[src/rtl/stopwatch_ctrl_if.sv]
// Key inputs and counter/display control outputs of the stopwatch controller.
// The controller takes the slave side; the driver of the keys and enable takes the master side.
interface stopwatch_ctrl_if;
  logic       iEN;
  logic       iKEY_START;
  logic       iKEY_LAP;
  logic       oCNT_EN;
  logic       oCNT_CLR;
  logic       oLAP_LOAD;
  logic       oFREEZE;
  logic [1:0] oSTATE;

  modport master (
    output iEN, iKEY_START, iKEY_LAP,
    input  oCNT_EN, oCNT_CLR, oLAP_LOAD, oFREEZE, oSTATE
  );

  modport slave (
    input  iEN, iKEY_START, iKEY_LAP,
    output oCNT_EN, oCNT_CLR, oLAP_LOAD, oFREEZE, oSTATE
  );
endinterface

[src/rtl/stopwatch_ctrl.sv]
// Stopwatch control FSM: synchronises and debounces START/LAP, sequences counter run/clear and lap freeze.
// Optional automatic lap exit is built when SW_LAP_TIMEOUT_EN is defined.
module stopwatch_ctrl #(
  parameter int DB_CYCLES   = 500000,
  parameter int DB_W        = 19,
  parameter int LAP_TIMEOUT = 250000000
) (
  input  logic              iCLK,
  input  logic              iRST,
  stopwatch_ctrl_if.slave   bus
);

  typedef enum logic [1:0] {
    IDLE  = 2'd0,
    RUN   = 2'd1,
    PAUSE = 2'd2,
    LAP   = 2'd3
  } state_t;

  state_t          state_q, state_d;
  logic [1:0]      raw_keys;
  logic [1:0]      sync1, sync2;
  logic [1:0]      acc_lvl;
  logic [1:0]      press_q;
  logic [DB_W-1:0] db_cnt [2];
  logic            ev_start, ev_lap;
  logic            lap_timeout;
  logic            cnt_en_q, cnt_clr_q, lap_load_q, freeze_q;
  logic            cnt_clr_d, lap_load_d;

  // Bit 0 is START, bit 1 is LAP; keys are active-low so "released" is 1.
  assign raw_keys = {bus.iKEY_LAP, bus.iKEY_START};
  assign ev_start = press_q[0];
  assign ev_lap   = press_q[1];

  // A level is accepted once the synchronised key has differed from it for DB_CYCLES samples in a row;
  // a 1->0 acceptance registers a one-cycle press event.
  always_ff @(posedge iCLK) begin
    if (iRST) begin
      sync1   <= 2'b11;
      sync2   <= 2'b11;
      acc_lvl <= 2'b11;
      press_q <= 2'b00;
      for (int i = 0; i < 2; i++) db_cnt[i] <= '0;
    end else begin
      sync1   <= raw_keys;
      sync2   <= sync1;
      press_q <= 2'b00;
      for (int i = 0; i < 2; i++) begin
        if (sync2[i] == acc_lvl[i]) begin
          db_cnt[i] <= '0;
        end else if (db_cnt[i] == DB_W'(DB_CYCLES - 1)) begin
          acc_lvl[i] <= sync2[i];
          db_cnt[i]  <= '0;
          press_q[i] <= ~sync2[i];
        end else begin
          db_cnt[i] <= db_cnt[i] + 1'b1;
        end
      end
    end
  end

`ifdef SW_LAP_TIMEOUT_EN
  localparam int LT_W = $clog2(LAP_TIMEOUT + 1);
  logic [LT_W-1:0] lap_timer;

  // Held at zero outside LAP so it starts fresh on every entry; frozen while events are masked.
  always_ff @(posedge iCLK) begin
    if (iRST) begin
      lap_timer <= '0;
    end else if (state_q != LAP) begin
      lap_timer <= '0;
    end else if (bus.iEN) begin
      lap_timer <= lap_timer + 1'b1;
    end
  end

  assign lap_timeout = (state_q == LAP) && (lap_timer == LT_W'(LAP_TIMEOUT - 1));
`else
  assign lap_timeout = 1'b0;
`endif

  // START has priority over LAP when both arrive together; key events beat the lap timeout.
  always_comb begin
    state_d    = state_q;
    cnt_clr_d  = 1'b0;
    lap_load_d = 1'b0;
    if (bus.iEN) begin
      case (state_q)
        IDLE: begin
          if (ev_start)    state_d = RUN;
          else if (ev_lap) cnt_clr_d = 1'b1;
        end
        RUN: begin
          if (ev_start) begin
            state_d = PAUSE;
          end else if (ev_lap) begin
            state_d    = LAP;
            lap_load_d = 1'b1;
          end
        end
        LAP: begin
          if (ev_start)         state_d = PAUSE;
          else if (ev_lap)      state_d = RUN;
          else if (lap_timeout) state_d = RUN;
        end
        PAUSE: begin
          if (ev_start) begin
            state_d = RUN;
          end else if (ev_lap) begin
            state_d   = IDLE;
            cnt_clr_d = 1'b1;
          end
        end
        default: state_d = IDLE;
      endcase
    end
  end

  always_ff @(posedge iCLK) begin
    if (iRST) begin
      state_q    <= IDLE;
      cnt_en_q   <= 1'b0;
      cnt_clr_q  <= 1'b1;
      lap_load_q <= 1'b0;
      freeze_q   <= 1'b0;
    end else begin
      state_q    <= state_d;
      cnt_en_q   <= (state_d == RUN) || (state_d == LAP);
      cnt_clr_q  <= cnt_clr_d;
      lap_load_q <= lap_load_d;
      freeze_q   <= (state_d == LAP);
    end
  end

  assign bus.oCNT_EN   = cnt_en_q;
  assign bus.oCNT_CLR  = cnt_clr_q;
  assign bus.oLAP_LOAD = lap_load_q;
  assign bus.oFREEZE   = freeze_q;
  assign bus.oSTATE    = state_q;

endmodule

[src/flat_wrapper.sv]
// flat-port wrapper written by rule: the top's interface ports become plain ports
module stopwatch_ctrl_flat 
#(
  parameter int DB_CYCLES   = 500000,
  parameter int DB_W        = 19,
  parameter int LAP_TIMEOUT = 250000000
)
  (iCLK, iRST, bus_iEN, bus_iKEY_START, bus_iKEY_LAP, bus_oCNT_EN, bus_oCNT_CLR, bus_oLAP_LOAD, bus_oFREEZE, bus_oSTATE);
  stopwatch_ctrl_if bus_i ();
  input  logic iCLK;
  input  logic iRST;
  input wire logic [$bits(bus_i.iEN)-1:0] bus_iEN;
  input wire logic [$bits(bus_i.iKEY_START)-1:0] bus_iKEY_START;
  input wire logic [$bits(bus_i.iKEY_LAP)-1:0] bus_iKEY_LAP;
  output wire logic [$bits(bus_i.oCNT_EN)-1:0] bus_oCNT_EN;
  output wire logic [$bits(bus_i.oCNT_CLR)-1:0] bus_oCNT_CLR;
  output wire logic [$bits(bus_i.oLAP_LOAD)-1:0] bus_oLAP_LOAD;
  output wire logic [$bits(bus_i.oFREEZE)-1:0] bus_oFREEZE;
  output wire logic [$bits(bus_i.oSTATE)-1:0] bus_oSTATE;
  assign bus_i.iEN = bus_iEN;
  assign bus_i.iKEY_START = bus_iKEY_START;
  assign bus_i.iKEY_LAP = bus_iKEY_LAP;
  assign bus_oCNT_EN = bus_i.oCNT_EN;
  assign bus_oCNT_CLR = bus_i.oCNT_CLR;
  assign bus_oLAP_LOAD = bus_i.oLAP_LOAD;
  assign bus_oFREEZE = bus_i.oFREEZE;
  assign bus_oSTATE = bus_i.oSTATE;
  stopwatch_ctrl #(.DB_CYCLES(DB_CYCLES), .DB_W(DB_W), .LAP_TIMEOUT(LAP_TIMEOUT)) u_core (.iCLK(iCLK), .iRST(iRST), .bus(bus_i));
endmodule
[config.mk]
export PLATFORM = sky130hd
export DESIGN_NAME = stopwatch_ctrl_flat
export DESIGN_NICKNAME = d
export VERILOG_FILES = /design/src/rtl/stopwatch_ctrl_if.sv /design/src/rtl/stopwatch_ctrl.sv /design/src/flat_wrapper.sv
export SDC_FILE = /design/constraint.sdc
export NUM_CORES = 1
export LEC_CHECK = 0
export ABC_CLOCK_PERIOD_IN_PS = 2400
export CAP_MARGIN = 20
export CELL_PAD_IN_SITES_DETAIL_PLACEMENT = 0
export CELL_PAD_IN_SITES_GLOBAL_PLACEMENT = 1
export CORE_ASPECT_RATIO = 0.75
export CORE_MARGIN = 2
export CORE_UTILIZATION = 35
export DETAILED_ROUTE_END_ITERATION = 7
export PLACE_DENSITY = 0.6
export SYNTH_ARGS = -nofsm -noshare
export SYNTH_HDL_FRONTEND = slang
export SYNTH_SLANG_ARGS = --single-unit
[constraint.sdc]
create_clock -name iCLK -period 2.4 [get_ports iCLK]
set_input_delay 0.24 -clock iCLK [delete_from_list [all_inputs] [get_ports iCLK]]
set_output_delay 0.24 -clock iCLK [all_outputs]
set_load 0.01 [all_outputs]
Word level (Yosys, flattened, before mapping)
Memory sizes are Yosys's and may differ from the RTL's.
Index checks and enable logic that the tools add are counted.
{ "word_totals": {"ff_bits": 14, "ramBits": 38, "inputBits": 5, "output_inout_bits": 6, "word_cells": 88, "n_memories": 1} }
{ "op_classes": {"add_sub_neg": 2, "n_eq_ne": 9, "n_mux": 43, "bitwise": 14, "n_reduce_logical": 8} }
{ "mem_list": {"columns": ["name", "depth", "width", "rd", "rd_ports_with_merged_regs", "write_ports", "line_no", "rtl"], "rows": [
  ["u_core.db_cnt", 2, 19, 2, 0, 2, "stopwatch_ctrl.sv:25", "logic [DB_W-1:0] db_cnt [2];"]
]} }
{ "op_table": {"columns": ["op", "n"], "rows": [
  ["$mux W19", 6],
  ["$add A19 B1 Y19 const B", 2],
  ["$eq A19 B19 Y1 const B", 2],
  ["$mux W1", 28],
  ["$mux W2", 8],
  ["$reduce_or A3 Y1", 3],
  ["$not A1 Y1", 8],
  ["$pmux W2 S4", 1],
  ["$eq A2 B2 Y1 const B", 3],
  ["$or A1 B1 Y1", 6],
  ["$eq A2 B1 Y1 const B", 2],
  ["$reduce_and A2 Y1", 2],
  ["$eq A1 B1 Y1", 2],
  ["$logic_not A2 Y1", 1],
  ["$reduce_or A2 Y1", 1],
  ["$logic_or A1 B1 Y1", 1]
]} }

Depth between registers and ports, before layout
An unclocked memory read counts as a cell.
{ "depth": {"depth_word": 8, "depth_mapped": 6, "ltp_nobuf": 5} }

Least setup slack after synthesis
Ideal clock, no wire load.
{ "synth_path": {"path_type": "reg2reg", "start": "memory u_core.db_cnt[1][11]", "end": "memory u_core.db_cnt[1][12], data pin", "setup_time_ns": 0.255, "arrival_ns": 2.027, "required_time_ns": 2.145, "setup_slack_ns": 0.118, "stages_incl_launch_ff": 6, "n_path_buf": 1, "synth_period_minus_slack_ns": 2.282, "path_cell_list": "edfxtp_1 > or4b_1 > or4_4 > o211ai_4 > buf_8 > nor2_2"} }
{ "synth_rtl": {"columns": ["item", "line_no"], "rows": [
  ["from (decl)", "stopwatch_ctrl.sv:25"]
]} }

==> impl_metrics.toml <==
[global_route]
grt_max_degree = 20
grt-ovfl-total = 0
grt_use_total_pct = 13.7
grt_pass1_wl_mm = 8.73
grt_antenna_before_repair = 0
grt_pass1_vias = 1736

[critical_path]
worstSetupStartpoint = "u_core.db_cnt[1][11]"
slowest_delay_ps = 590
arrival_ps = 2300
crit_type = "register to register"
crit_slowest_cell = "or4_4"
reg2reg_depth = 5
crit_path_end_kind = "register"
r2r-start = "u_core.db_cnt[1][11]"
rrSetupSlack_ps = 160
worstReg2RegEnd = "u_core.db_cnt[1][11]"
crit_fanout = 19
cp.required_ps = 2450
path_cells = "or4b_1, or4_4, o211ai_4, buf_12, a21oi_1"
cp-start-kind = "register"

[timing]
worst_slack_ps = 158
setup_viol = 0
fin_skew_ps = 5.21
period_share_pct = 93.4
period_minus_slack_ps = 2240
fmax_mhz = 446
finalHoldViolCount = 0
tns_ps = 0
rsz0062_at_grt = "false"
slew_viol_final = 0

[clock_network]
root_buffer = "clkbuf_8"
cts_buffers = 5
clk_pin_slew_ps = 90
clock_latency_ps = 300
cts_resized = 0
ctsHoldBuffers = 0
cts_max_path_buffers = 2
cts_tree = "built"
cts_sinks = 52
post_cts_buffers = 0
htree_num_levels = 2

[finish]
num_antenna_cells = 0
fillCellCount = 743
stdcell_count = 413
nets = 318
multi_input_area_um2 = 1270
drive_gt1_share_pct = 12.8
seq_area_um2 = 1420
syn_to_final_growth_pct = 19.0
finalCoreUtilization_pct = 42.9

[drt]
via_per_inst = 4.46
routedWlPerCell_um = 12.2
drt-total-wl_mm = 5.04
drtIter0Drc = 55
drc = 0
vias = 1842
final_antenna_net_count = 0
drtPass1Iterations = 4

[hold_path]
hp-start = "u_core.sync1[1]"
hold_class = "register to register"
min_path_cells = 1
hold_end = "u_core.sync2[1]"

[synthesis]
synth_area_leader_cell = "edfxtp_1"
ys_top_cells_by_area = "edfxtp_1, dfxtp_1, xnor2_1, nor2_1, nand3_1"
synth_top_cells_by_count = "edfxtp_1, nor2_1, xnor2_1, nand2_1, nand3_1"
synth_area_um2 = 2660
yosysTopAreaCellShare_pct = 42.9
async_reset_ff_share_pct = 0
synthFlopType = "edfxtp_1"
synth_cell_types = 37
synth_seq_cells = 52
yosysWarnings = 0
netlist_instances = 254
syn_area_per_cell_um2 = 10.5
synth.most_common_cell = "edfxtp_1"
yosysSeqAreaShare_pct = 53.5
synth-edff-count = 38

[die]
io_pins = 11
die-area_um2 = 8310
rows = 27
die_y_um = 79.5
die_x_um = 105
core-area_um2 = 7360
start_util_pct = 36.1

[power_and_ir_drop]
leakagePower_nw = 1.05
power_density_nw_per_um2 = 532
ir_drop_uv = 268
p_total_mw = 1.68

[place]
place.gp.congestion = 0.756
place_inst = 405
place_hpwl_mm = 3.73
dp_slack_ps = 169
numPortBuffers = 10

[run_status]
status = "finished clean"

[run]
maxCapViolCount = 0
[stage by stage]
stage	hold slack, ps	instance area, µm²
after floorplan	344	2800
final	436	3160
after detailed placement	399	3060
after global routing	458	3160
after CTS	433	3160
after global placement	402	3060
[power by group]
group	internal, mW	switching (mW)	total, mW
clock	0.268	0.295	0.563
combinational	0.0430	0.0530	0.0960
sequential	0.994	0.0308	1.02
total	1.31	0.379	1.68
[layout make-up]
class / count / area share, %
well taps: 101 / 4.00
repair buffers: 22 / 6.41
clock buffers: 7 / 3.09
flip-flops and latches: 52 / 45.0
clock inverters: 1 / 0.158
multi-input cells: 221 / 40.2
inverters: 9 / 1.23
[flip-flops by register name, summed over array words and instances (netlist names)]
| name | count |
|---|---|
| u_core.acc_lvl | 2 |
| u_core.bus.oCNT_CLR | 1 |
| u_core.bus.oCNT_EN | 1 |
| u_core.bus.oFREEZE | 1 |
| u_core.bus.oLAP_LOAD | 1 |
| u_core.bus.oSTATE | 2 |
| u_core.db_cnt | 38 |
| u_core.press_q | 2 |
| u_core.sync1 | 2 |
| u_core.sync2 | 2 |
[cell usage in the layout, fill, tap and decap left out, types with 2 or more instances in the layout]
| cell type | n |
|---|---|
| inv_1 | 8 |
| edfxtp_1 | 38 |
| or2_2 | 5 |
| nor2_1 | 32 |
| o31ai_1 | 4 |
| conb_1 | 38 |
| or4_1 | 5 |
| xnor2_1 | 22 |
| nor2b_1 | 2 |
| xor2_1 | 9 |
| nand2_1 | 19 |
| o21ai_0 | 5 |
| nor4_1 | 11 |
| clkbuf_8 | 5 |
| and4_1 | 2 |
| ha_1 | 2 |
| clkdlybuf4s50_1 | 10 |
| or4b_1 | 3 |
| nand3_1 | 16 |
| a21oi_1 | 7 |
| o211ai_1 | 2 |
| nand4_1 | 11 |
| or3_1 | 4 |
| buf_4 | 11 |
| dfxtp_1 | 14 |
| nor3_1 | 6 |
| nor2_2 | 10 |
[kinds of logic after synthesis]
kind of cell	Yosys count	synth area share (%)
and+or+nand+nor	129	25.7
other	1	0.141
DFF	52	53.5
AOI/OAI and AO/OA	21	5.56
buffers and inverters	18	3.95
xor gates and xnor gates	31	10.2
adders and majority gates	2	0.941
[worst max-delay path: cells and delay by family, from the launching register on]
kind | cells | cell delay (ps)
flops | 1 | 400
compound gates | 2 | 250
simple gates | 2 | 1140
buf+inv | 1 | 190
[routing by layer]
metal | global-route usage, % | vias to the layer above | routed length [µm]
met5 | 0 | - | 0
met4 | 4.40 | 0 | 52
met3 | 3.35 | 5 | 166
met2 | 16.5 | 23 | 1700
met1 | 22.5 | 825 | 3130
li1 | - | 989 | -
[how the worst max path moves through the flow]
stage | end | slack [ps]
CTS | u_core.db_cnt[1][11] | 160
floorplan | u_core.db_cnt[1][12] | 120
global placement | u_core.db_cnt[1][17] | 210
global route | u_core.db_cnt[1][17] | 100
detailed placement | u_core.db_cnt[1][11] | 170
finish | u_core.db_cnt[1][11] | 160
Power figures use the tool's default switching activity.
